**config.mk**
```make
export PLATFORM = sky130hd
export DESIGN_NAME = cpu_core
export DESIGN_NICKNAME = d
export VERILOG_FILES = /design/src/rtl/cpu_pkg.sv /design/src/rtl/cpu_alu.sv /design/src/rtl/cpu_core.sv
export SDC_FILE = /design/constraint.sdc
export NUM_CORES = 2
export LEC_CHECK = 0
export ABC_CLOCK_PERIOD_IN_PS = 22900
export BUFFER_PORTS_ARGS = -buffer_cell sky130_fd_sc_hd__buf_2
export CORE_MARGIN = 3
export CORE_UTILIZATION = 26
export CTS_BUF_LIST = sky130_fd_sc_hd__clkbuf_16
export DETAILED_ROUTE_END_ITERATION = 10
export GPL_TIMING_DRIVEN = 0
export PLACE_DENSITY = 0.45
export REMOVE_ABC_BUFFERS = 1
export SLEW_MARGIN = 10
export SYNTH_ARGS = -nofsm -noshare
export SYNTH_HDL_FRONTEND = slang
export SYNTH_SLANG_ARGS = --single-unit
```
**constraint.sdc**
```tcl
create_clock -name clk -period 22.9 [get_ports clk]
set_input_delay 4.58 -clock clk [delete_from_list [all_inputs] [get_ports clk]]
set_output_delay 4.58 -clock clk [all_outputs]
set_load 0.01 [all_outputs]
```
**src/rtl/cpu_pkg.sv**
```systemverilog
// cpu_pkg: shared opcode/funct encodings and control enums for the MIPS-subset core.
package cpu_pkg;
  localparam logic [5:0] OP_R = 6'h00, OP_J = 6'h02, OP_JAL = 6'h03, OP_BEQ = 6'h04, OP_BNE = 6'h05;
  localparam logic [5:0] OP_ADDI = 6'h08, OP_ADDIU = 6'h09, OP_SLTI = 6'h0A, OP_SLTIU = 6'h0B;
  localparam logic [5:0] OP_ANDI = 6'h0C, OP_ORI = 6'h0D, OP_XORI = 6'h0E, OP_LUI = 6'h0F;
  localparam logic [5:0] OP_LW = 6'h23, OP_SW = 6'h2B;
  localparam logic [5:0] F_SLL = 6'h00, F_SRL = 6'h02, F_SRA = 6'h03, F_JR = 6'h08;
  localparam logic [5:0] F_ADD = 6'h20, F_ADDU = 6'h21, F_SUB = 6'h22, F_SUBU = 6'h23;
  localparam logic [5:0] F_AND = 6'h24, F_OR = 6'h25, F_XOR = 6'h26, F_NOR = 6'h27;
  localparam logic [5:0] F_SLT = 6'h2A, F_SLTU = 6'h2B;
  typedef enum logic [3:0] {
    ALU_ADD, ALU_SUB, ALU_AND, ALU_OR, ALU_XOR, ALU_NOR,
    ALU_SLT, ALU_SLTU, ALU_SLL, ALU_SRL, ALU_SRA, ALU_LUI
  } alu_op_t;
  typedef enum logic [1:0] {PC_SEQ, PC_BR, PC_JMP, PC_JR} pc_sel_t;
  typedef enum logic [1:0] {WB_NONE, WB_ALU, WB_MEM, WB_LINK} wb_sel_t;
endpackage

```
**src/rtl/cpu_alu.sv**
```systemverilog
// cpu_alu: combinational 32-bit ALU; shifts act on b by shamt, lui shifts b by 16.
module cpu_alu
  import cpu_pkg::*;
(
  input  logic [31:0] a,
  input  logic [31:0] b,
  input  logic [4:0]  shamt,
  input  alu_op_t     alu_op,
  output logic [31:0] result
);
  always_comb begin
    result = '0;
    case (alu_op)
      ALU_ADD:  result = a + b;
      ALU_SUB:  result = a - b;
      ALU_AND:  result = a & b;
      ALU_OR:   result = a | b;
      ALU_XOR:  result = a ^ b;
      ALU_NOR:  result = ~(a | b);
      ALU_SLT:  result = {31'b0, $signed(a) < $signed(b)};
      ALU_SLTU: result = {31'b0, a < b};
      ALU_SLL:  result = b << shamt;
      ALU_SRL:  result = b >> shamt;
      ALU_SRA:  result = $unsigned($signed(b) >>> shamt);
      ALU_LUI:  result = b << 16;
      default:  result = '0;
    endcase
  end
endmodule

```
**src/rtl/cpu_core.sv**
```systemverilog
// cpu_core: single-cycle MIPS-subset core; PC and register file commit on the rising edge.
module cpu_core
  import cpu_pkg::*;
#(
  parameter logic [31:0] RESET_PC = 32'h0000_0000
) (
  input  logic        clk,
  input  logic        rst,
  output logic [31:0] instr_addr,
  input  logic [31:0] instr,
  output logic [31:0] data_addr,
  input  logic [31:0] data_in,
  output logic [31:0] data_out,
  output logic        mem_read,
  output logic        mem_write
);
  logic [31:0] pc, pc4, pc_next, rs_val, rt_val, imm_sx, alu_b, alu_res, wb_data;
  logic [31:0] regs [32];
  logic [5:0]  op, funct;
  logic [4:0]  rs, rt, rd, dst;
  logic        use_imm, zext, rd_en, wr_en;
  alu_op_t     alu_op;
  pc_sel_t     pc_sel;
  wb_sel_t     wb_sel;
  assign op = instr[31:26];
  assign rs = instr[25:21];
  assign rt = instr[20:16];
  assign rd = instr[15:11];
  assign funct = instr[5:0];
  assign imm_sx = {{16{instr[15]}}, instr[15:0]};
  assign pc4 = pc + 32'd4;
  assign instr_addr = pc;
  assign rs_val = rs == 5'd0 ? '0 : regs[rs];
  assign rt_val = rt == 5'd0 ? '0 : regs[rt];
  always_comb begin
    alu_op = ALU_ADD;
    use_imm = 1'b0;
    zext = 1'b0;
    wb_sel = WB_NONE;
    dst = rt;
    pc_sel = PC_SEQ;
    rd_en = 1'b0;
    wr_en = 1'b0;
    case (op)
      OP_R: begin
        dst = rd;
        wb_sel = WB_ALU;
        case (funct)
          F_ADD, F_ADDU: alu_op = ALU_ADD;
          F_SUB, F_SUBU: alu_op = ALU_SUB;
          F_AND:  alu_op = ALU_AND;
          F_OR:   alu_op = ALU_OR;
          F_XOR:  alu_op = ALU_XOR;
          F_NOR:  alu_op = ALU_NOR;
          F_SLT:  alu_op = ALU_SLT;
          F_SLTU: alu_op = ALU_SLTU;
          F_SLL:  alu_op = ALU_SLL;
          F_SRL:  alu_op = ALU_SRL;
          F_SRA:  alu_op = ALU_SRA;
          F_JR: begin
            wb_sel = WB_NONE;
            pc_sel = PC_JR;
          end
          default: wb_sel = WB_NONE;
        endcase
      end
      OP_ADDI, OP_ADDIU: begin use_imm = 1'b1; wb_sel = WB_ALU; end
      OP_SLTI:  begin use_imm = 1'b1; wb_sel = WB_ALU; alu_op = ALU_SLT; end
      OP_SLTIU: begin use_imm = 1'b1; wb_sel = WB_ALU; alu_op = ALU_SLTU; end
      OP_ANDI:  begin use_imm = 1'b1; zext = 1'b1; wb_sel = WB_ALU; alu_op = ALU_AND; end
      OP_ORI:   begin use_imm = 1'b1; zext = 1'b1; wb_sel = WB_ALU; alu_op = ALU_OR; end
      OP_XORI:  begin use_imm = 1'b1; zext = 1'b1; wb_sel = WB_ALU; alu_op = ALU_XOR; end
      OP_LUI:   begin use_imm = 1'b1; zext = 1'b1; wb_sel = WB_ALU; alu_op = ALU_LUI; end
      OP_LW:    begin use_imm = 1'b1; wb_sel = WB_MEM; rd_en = 1'b1; end
      OP_SW:    begin use_imm = 1'b1; wr_en = 1'b1; end
      OP_BEQ:   pc_sel = rs_val == rt_val ? PC_BR : PC_SEQ;
      OP_BNE:   pc_sel = rs_val != rt_val ? PC_BR : PC_SEQ;
      OP_J:     pc_sel = PC_JMP;
      OP_JAL:   begin pc_sel = PC_JMP; wb_sel = WB_LINK; dst = 5'd31; end
      default:  pc_sel = PC_SEQ;
    endcase
  end
  assign alu_b = !use_imm ? rt_val : zext ? {16'b0, instr[15:0]} : imm_sx;
  cpu_alu u_alu (
    .a(rs_val),
    .b(alu_b),
    .shamt(instr[10:6]),
    .alu_op(alu_op),
    .result(alu_res)
  );
  assign data_addr = alu_res;
  // Strobes are gated by reset so memory sees no access while reset is held.
  assign mem_read = rd_en & rst;
  assign mem_write = wr_en & rst;
  assign data_out = mem_write ? rt_val : '0;
  assign wb_data = wb_sel == WB_MEM ? data_in : wb_sel == WB_LINK ? pc4 : alu_res;
  assign pc_next = pc_sel == PC_JR  ? rs_val :
                   pc_sel == PC_JMP ? {pc4[31:28], instr[25:0], 2'b00} :
                   pc_sel == PC_BR  ? pc4 + (imm_sx << 2) : pc4;
  always_ff @(posedge clk or negedge rst) begin
    if (!rst) begin
      pc <= RESET_PC;
      for (int i = 0; i < 32; i++) regs[i] <= '0;
    end else begin
      pc <= pc_next;
      if (wb_sel != WB_NONE && dst != 5'd0) regs[dst] <= wb_data;
    end
  end
endmodule

```
======== After elaboration in Yosys (flattened, before gate mapping) ========
Cells that the tools add are included.
word-level totals
  word-level logic and storage cells ...... 148
  flip-flop bits (word level) ............. 1056
cells by class
  order comparisons ....................... 6
  reduce and logical (&&, ||, !) cells .... 15
  mux-type cells .......................... 33
  $add $sub $neg .......................... 4
  shift-type cells ........................ 3
  equal/unequal tests ..................... 45
  bitwise gates (word level) .............. 9
operators with widths
  kind                     number
  $bwmux W1024             1
  $mux W32                 15
  $pmux W32 S12            1
  $bmux W32 S5             2
  $demux W32 S5            1
  $eq A6 B6 Y1 const B     12
  $add A32 B32 Y32         2
  $lt A32 B32 Y1           2
  $eq A6 B4 Y1 const B     9
  $pmux W4 S10             1
  $add A32 B3 Y32 const B  1
  $and A32 B32 Y32         1
  $eq A32 B32 Y1           1
  $ne A32 B32 Y1           1
  $not A32 Y32             1
  $or A32 B32 Y32          1
  $shl A32 B5 Y32          1
  $shr A32 B5 Y32          1
  $sshr A32 B5 Y32         1
  $sub A32 B32 Y32         1
  $xor A32 B32 Y32         1
  $pmux W4 S7              1
  $eq A6 B2 Y1 const B     4
  $ge A6 B6 Y1 const B     3
  other kinds (25)         50

======== Depth between registers and ports, before layout ========
  word-level depth ........................ 12
  gate-level depth with buffers ........... 29
  depth with buffers taken out ............ 20

======== Hierarchy ========
A second synthesis with hierarchy kept.
second synthesis, totals
  cells, all modules ...................... 6752
  area total of the unflattened synthesis .. 66924.2 µm²
modules (own cells, without submodules)
  module    instances  area an instance (µm²)  cells an instance  sequential area each (µm²)
  cpu_core  1          57234.9                 5388               26425.3
  cpu_alu   1          9689.3                  1364               0.0

======== Least setup slack after synthesis ========
No wires, ideal clock.
  path kind ............................... input -> output
  from .................................... in instr[21]
  to ...................................... out data_addr[17]
  setup slack ............................. 8652 ps
  stages on the path ...................... 21
  data required time ...................... 18320 ps
  data arrival time ....................... 9668 ps
  path buffers ............................ 5
  cells stage by stage .................... buf_4 > buf_6 > buf_4 > buf_4 > mux4_2 > mux4_2 > o21ai_1 > inv_1 > ha_1 > o311a_1 > o211a_1 > a21boi_0 > o21ai_0 > a21oi_1 > o21bai_1 > a21oi_1 > a2bb2oi_1 > or3_1 > nor3_1 > clkbuf_1 > inv_1
on the way
  cells in the longest elaborated chain, start to end .. 8
  elaborated cells on any way between the ends .. 13
  those cells by class .................... add/sub: 2; mux: 5; bitwise: 5; reduce/logical: 1
RTL lines
  what                                                      RTL line        text
  start, declared                                           cpu_core.sv:10  input logic [31:0] instr,
  $not A5 Y6 (not written as such)                          cpu_core.sv:33  assign rs_val = rs == 5'd0 ? '0 : regs[rs];
  $bmux W32 S5                                              cpu_core.sv:33
  $mux W32 (not written as such) (2 in series)              cpu_core.sv:33
  $mux W32 (*)                                              cpu_core.sv:33
  branches (longest 2 deep; another with $sub A32 B32 Y32)  n/a
  $pmux W32 S12 (*)                                         cpu_alu.sv:13   case (alu_op)
  end, declared                                             cpu_core.sv:11  output logic [31:0] data_addr,
Every way passes the cells marked *. The select of a mux whose other input is x is not followed.

======== Worst setup path after layout ========
  from .................................... in instr[16]
  to ...................................... out data_addr[18]
on the way
  cells in the longest elaborated chain, start to end .. 9
  elaborated cells on any way between the ends .. 17
  those cells by class .................... add/sub: 2; shift: 3; mux: 6; bitwise: 5; reduce/logical: 1
RTL lines
  what                                                      RTL line        text
  $not A5 Y6 (not written as such)                          cpu_core.sv:34  assign rt_val = rt == 5'd0 ? '0 : regs[rt];
  $bmux W32 S5                                              cpu_core.sv:34
  $mux W32 (not written as such) (2 in series)              cpu_core.sv:34
  $mux W32 (*)                                              cpu_core.sv:34
  $mux W32 (*)                                              cpu_core.sv:83  assign alu_b = !use_imm ? rt_val : zext ? {16'b0, instr[15:0]} : imm_sx;
  branches (longest 2 deep; another with $sub A32 B32 Y32)  n/a
  $pmux W32 S12 (*)                                         cpu_alu.sv:13
Marked as above.

==> results.json <==
{
  "outcome": "complete, no violations",
  "tightestPinTransition_ns": 1.43,
  "io-pin-count": 164,
  "routed_via_density": 5.85,
  "flow.area_growth_from_synthesis_pct": 15.4,
  "grt_start_max_net_pins": 143,
  "pre_cts_slack_ns": 4.08,
  "wire_length_of_the_first_global_routing_pass_mm": 478,
  "netlist_instances": 7040,
  "antenna_left": 0,
  "postSynth.asyncResetShare": 1.00,
  "ys.warnings.count": 0,
  "synth_area_per_cell_um2": 9.79,
  "most_frequent_cell_on_the_critical_path": "sky130_fd_sc_hd__buf_16",
  "critPathLaunchType": "input port",
  "synth-edff-count": 0,
  "crit_slowest_cell": "sky130_fd_sc_hd__o31ai_1",
  "groute.usage.overall": 0.245,
  "timing.max_slew.rel_slack": 0.0430,
  "port_buffers": 163,
  "drt-initial-drc-count": 7265,
  "floorplan.initialDensity": 0.262,
  "finalHoldViolations": 0,
  "layout_min_cycle_time_ns": 19.18,
  "drt_first_pass_iters": 9,
  "worst_setup_path_end_kind": "output port",
  "static-leakage-power_nw": 33.3,
  "power_report.internal_total_mw": 4.11,
  "cts.clk_slew.worst_paths_ns": 0.06,
  "synthFlopType": "sky130_fd_sc_hd__dfrtp_1",
  "share_comb_of_total_power": 0.346,
  "cp_max_fo": 68,
  "number_of_max_cap_violations": 0,
  "post_cts_resized": 0,
  "synthDistinctLibCells": 116,
  "tritoncts": "yes",
  "most-common-layout-cells": "1,056 x sky130_fd_sc_hd__dfrtp_1, 938 x sky130_fd_sc_hd__nand2_1, 692 x sky130_fd_sc_hd__o21ai_0",
  "die-width_um": 521,
  "h_tree_levels": 3,
  "gpl.final_weighted_congestion": 1.01,
  "placeableCoreArea_mm2": 0.263,
  "die-height_um": 521,
  "critical_path_required_ns": 18.32,
  "ir_worst_vdd_uv": 67.3,
  "pwr-share-seq": 0.364,
  "total_number_of_clock_tree_sinks": 1056,
  "power.share.switching": 0.383,
  "overflow": 0,
  "rsz0062_at_grt": "no",
  "timing.critical_path.slowest_cell_delay_ns": 1.26,
  "final_min_period_over_clock_period": 0.838,
  "insertion_delay_ns": 0.79,
  "class_of_the_worst_hold_path": "reg -> reg",
  "synth.yosys.seq_area_share": 0.383,
  "dp_hpwl_mm": 245,
  "cts_post_setup_buffers_inserted": 0,
  "final.setup_skew_ns": 0.0939,
  "detail_route.drc_violations": 0,
  "final.setup.worst_slack_ns": 3.72,
  "worstPathCellList": "buf_8, buf_16, buf_16, buf_16, or3_1, or2_2, nand2_1, o31ai_1, inv_1, ha_1, nand2b_1, o211ai_1, o31ai_1, and4_1, nor2_1, a221o_1, a221oi_1, nand4_1, buf_2",
  "timing_worst_setup_path_type": "in -> out",
  "ctsHoldBuffers": 0,
  "ctsRootBufferMaster": "sky130_fd_sc_hd__clkbuf_16",
  "dr_total_vias": 61514,
  "layout.filler_cells": 27312,
  "mostFrequentLayoutCell": "sky130_fd_sc_hd__dfrtp_1",
  "grt_pass1_vias": 59037,
  "cts_buffers": 121,
  "floorplan.die_area_mm2": 0.271,
  "initial_antenna_violation_count": 15,
  "clockBufferDepth": 3,
  "clock_power_share": 0.290,
  "report.final.slew_viol_count": 0,
  "cp.arrival_ns": 14.60,
  "post_drt_wl_per_cell_um": 32.7,
  "drt-total-wl_mm": 344,
  "maxClockFrequency_mhz": 52.1,
  "rows": 188,
  "cellPowerDensity_mw_per_mm2": 83.7,
  "ratio_of_cells_with_drive_above_1_in_the_final_layout": 0.206,
  "crit_buf_inv": 6,
  "final.setup.tns_ns": 0,
  "worst_path_dominant_cell_family": "compound AO/OA/AOI/OAI gates",
  "ys_ff_latch": 1056,
  "setup-violations-final": 0,
  "post_synth_instance_area_mm2": 0.0689,
  "design.final.nets": 7080,
  "total_switching_power_mw": 2.55
}
-- logic make-up after synthesis --
kind of cell             Yosys count  synth area share
AND/OR/NAND/NOR                 1963             0.125
multiplexers                     899             0.209
buffers and inverters            812            0.0533
flip-flops                      1056             0.383
adder cells (fa/ha/maj)          131            0.0241
XOR/XNOR                          86            0.0109
AO/OA/AOI/OAI                   2093             0.194
-- power by group through the flow --
stage / clock network (mW) / registers (mW) / logic (mW)
2_1_floorplan: 0 / 2.37 / 1.24
3_3_place_gp: 0 / 2.43 / 2.09
3_5_place_dp: 0 / 2.44 / 2.25
4_1_cts: 1.97 / 2.41 / 2.26
5_1_grt: 2.05 / 2.45 / 2.44
6_report: 1.93 / 2.42 / 2.30
-- sequential cells by signal (all words and copies together), names as in the netlist --
signal,count
regs,1024
instr_addr,32
-- stage by stage --
step	hold slack [ns]	utilization	instance area, µm²	std cells	power (mW)
floorplan	0.365	-	65700	6357	3.61
global placement	0.376	0.270	71000	10035	4.52
detailed placement	0.384	0.288	75600	10274	4.69
CTS	0.396	0.302	79500	10500	6.64
global route	0.406	0.302	79500	10503	6.94
finish	0.396	0.302	79500	10508	6.66
-- worst paths after layout --
check,from,to,slack (ns),cells past startpoint
min in group asynchronous,rst,regs[58],3.72,1
max reg2reg,regs[576],regs[152],12.92,27
min reg2reg,regs[1022],regs[1022],0.40,0
min,regs[1022],regs[1022],0.40,0
max,instr[16],data_addr[18],3.72,19
max in group asynchronous,rst,regs[188],16.68,4
-- synth_stat cells (all sizes together) (39+ instances only) --
master | count | area share
a31oi | 125 | 0.011
a211oi | 39 | 0.0042
buf | 214 | 0.021
o21ai | 816 | 0.061
o221ai | 43 | 0.0056
mux4 | 402 | 0.13
mux2 | 203 | 0.035
ha | 128 | 0.023
nand3 | 109 | 0.0080
nor2 | 494 | 0.027
a21oi | 347 | 0.025
xnor2 | 57 | 0.0072
o22a | 45 | 0.0057
nand2 | 971 | 0.053
nand4 | 73 | 0.0067
mux2i | 294 | 0.043
a22oi | 134 | 0.015
clkbuf | 469 | 0.026
o22ai | 85 | 0.0078
inv | 127 | 0.0069
a221oi | 40 | 0.0053
nor3 | 71 | 0.0057
o211ai | 62 | 0.0068
dfrtp | 1056 | 0.38
-- cell type report --
class,count,area [µm²],share of cell area
timing repair buffer,403,4530,0.0569
tap,3515,4400,0.0553
antenna,7,17.5,0.000220
sequential,1056,26400,0.332
multi-input combinational,5172,39800,0.501
inverter,129,488,0.00613
clock inverter,105,828,0.0104
clock buffer,121,3030,0.0381
-- layer usage --
metal,vias up,GRT usage,part of all wire,wire length (µm)
met5,-,0,0.00020,69
met4,10,0.125,0.059,20500
met3,647,0.0503,0.092,31600
met2,3365,0.362,0.43,147000
met1,31590,0.339,0.42,145000
li1,25902,-,-,-
Power figures use the tool's default switching activity.
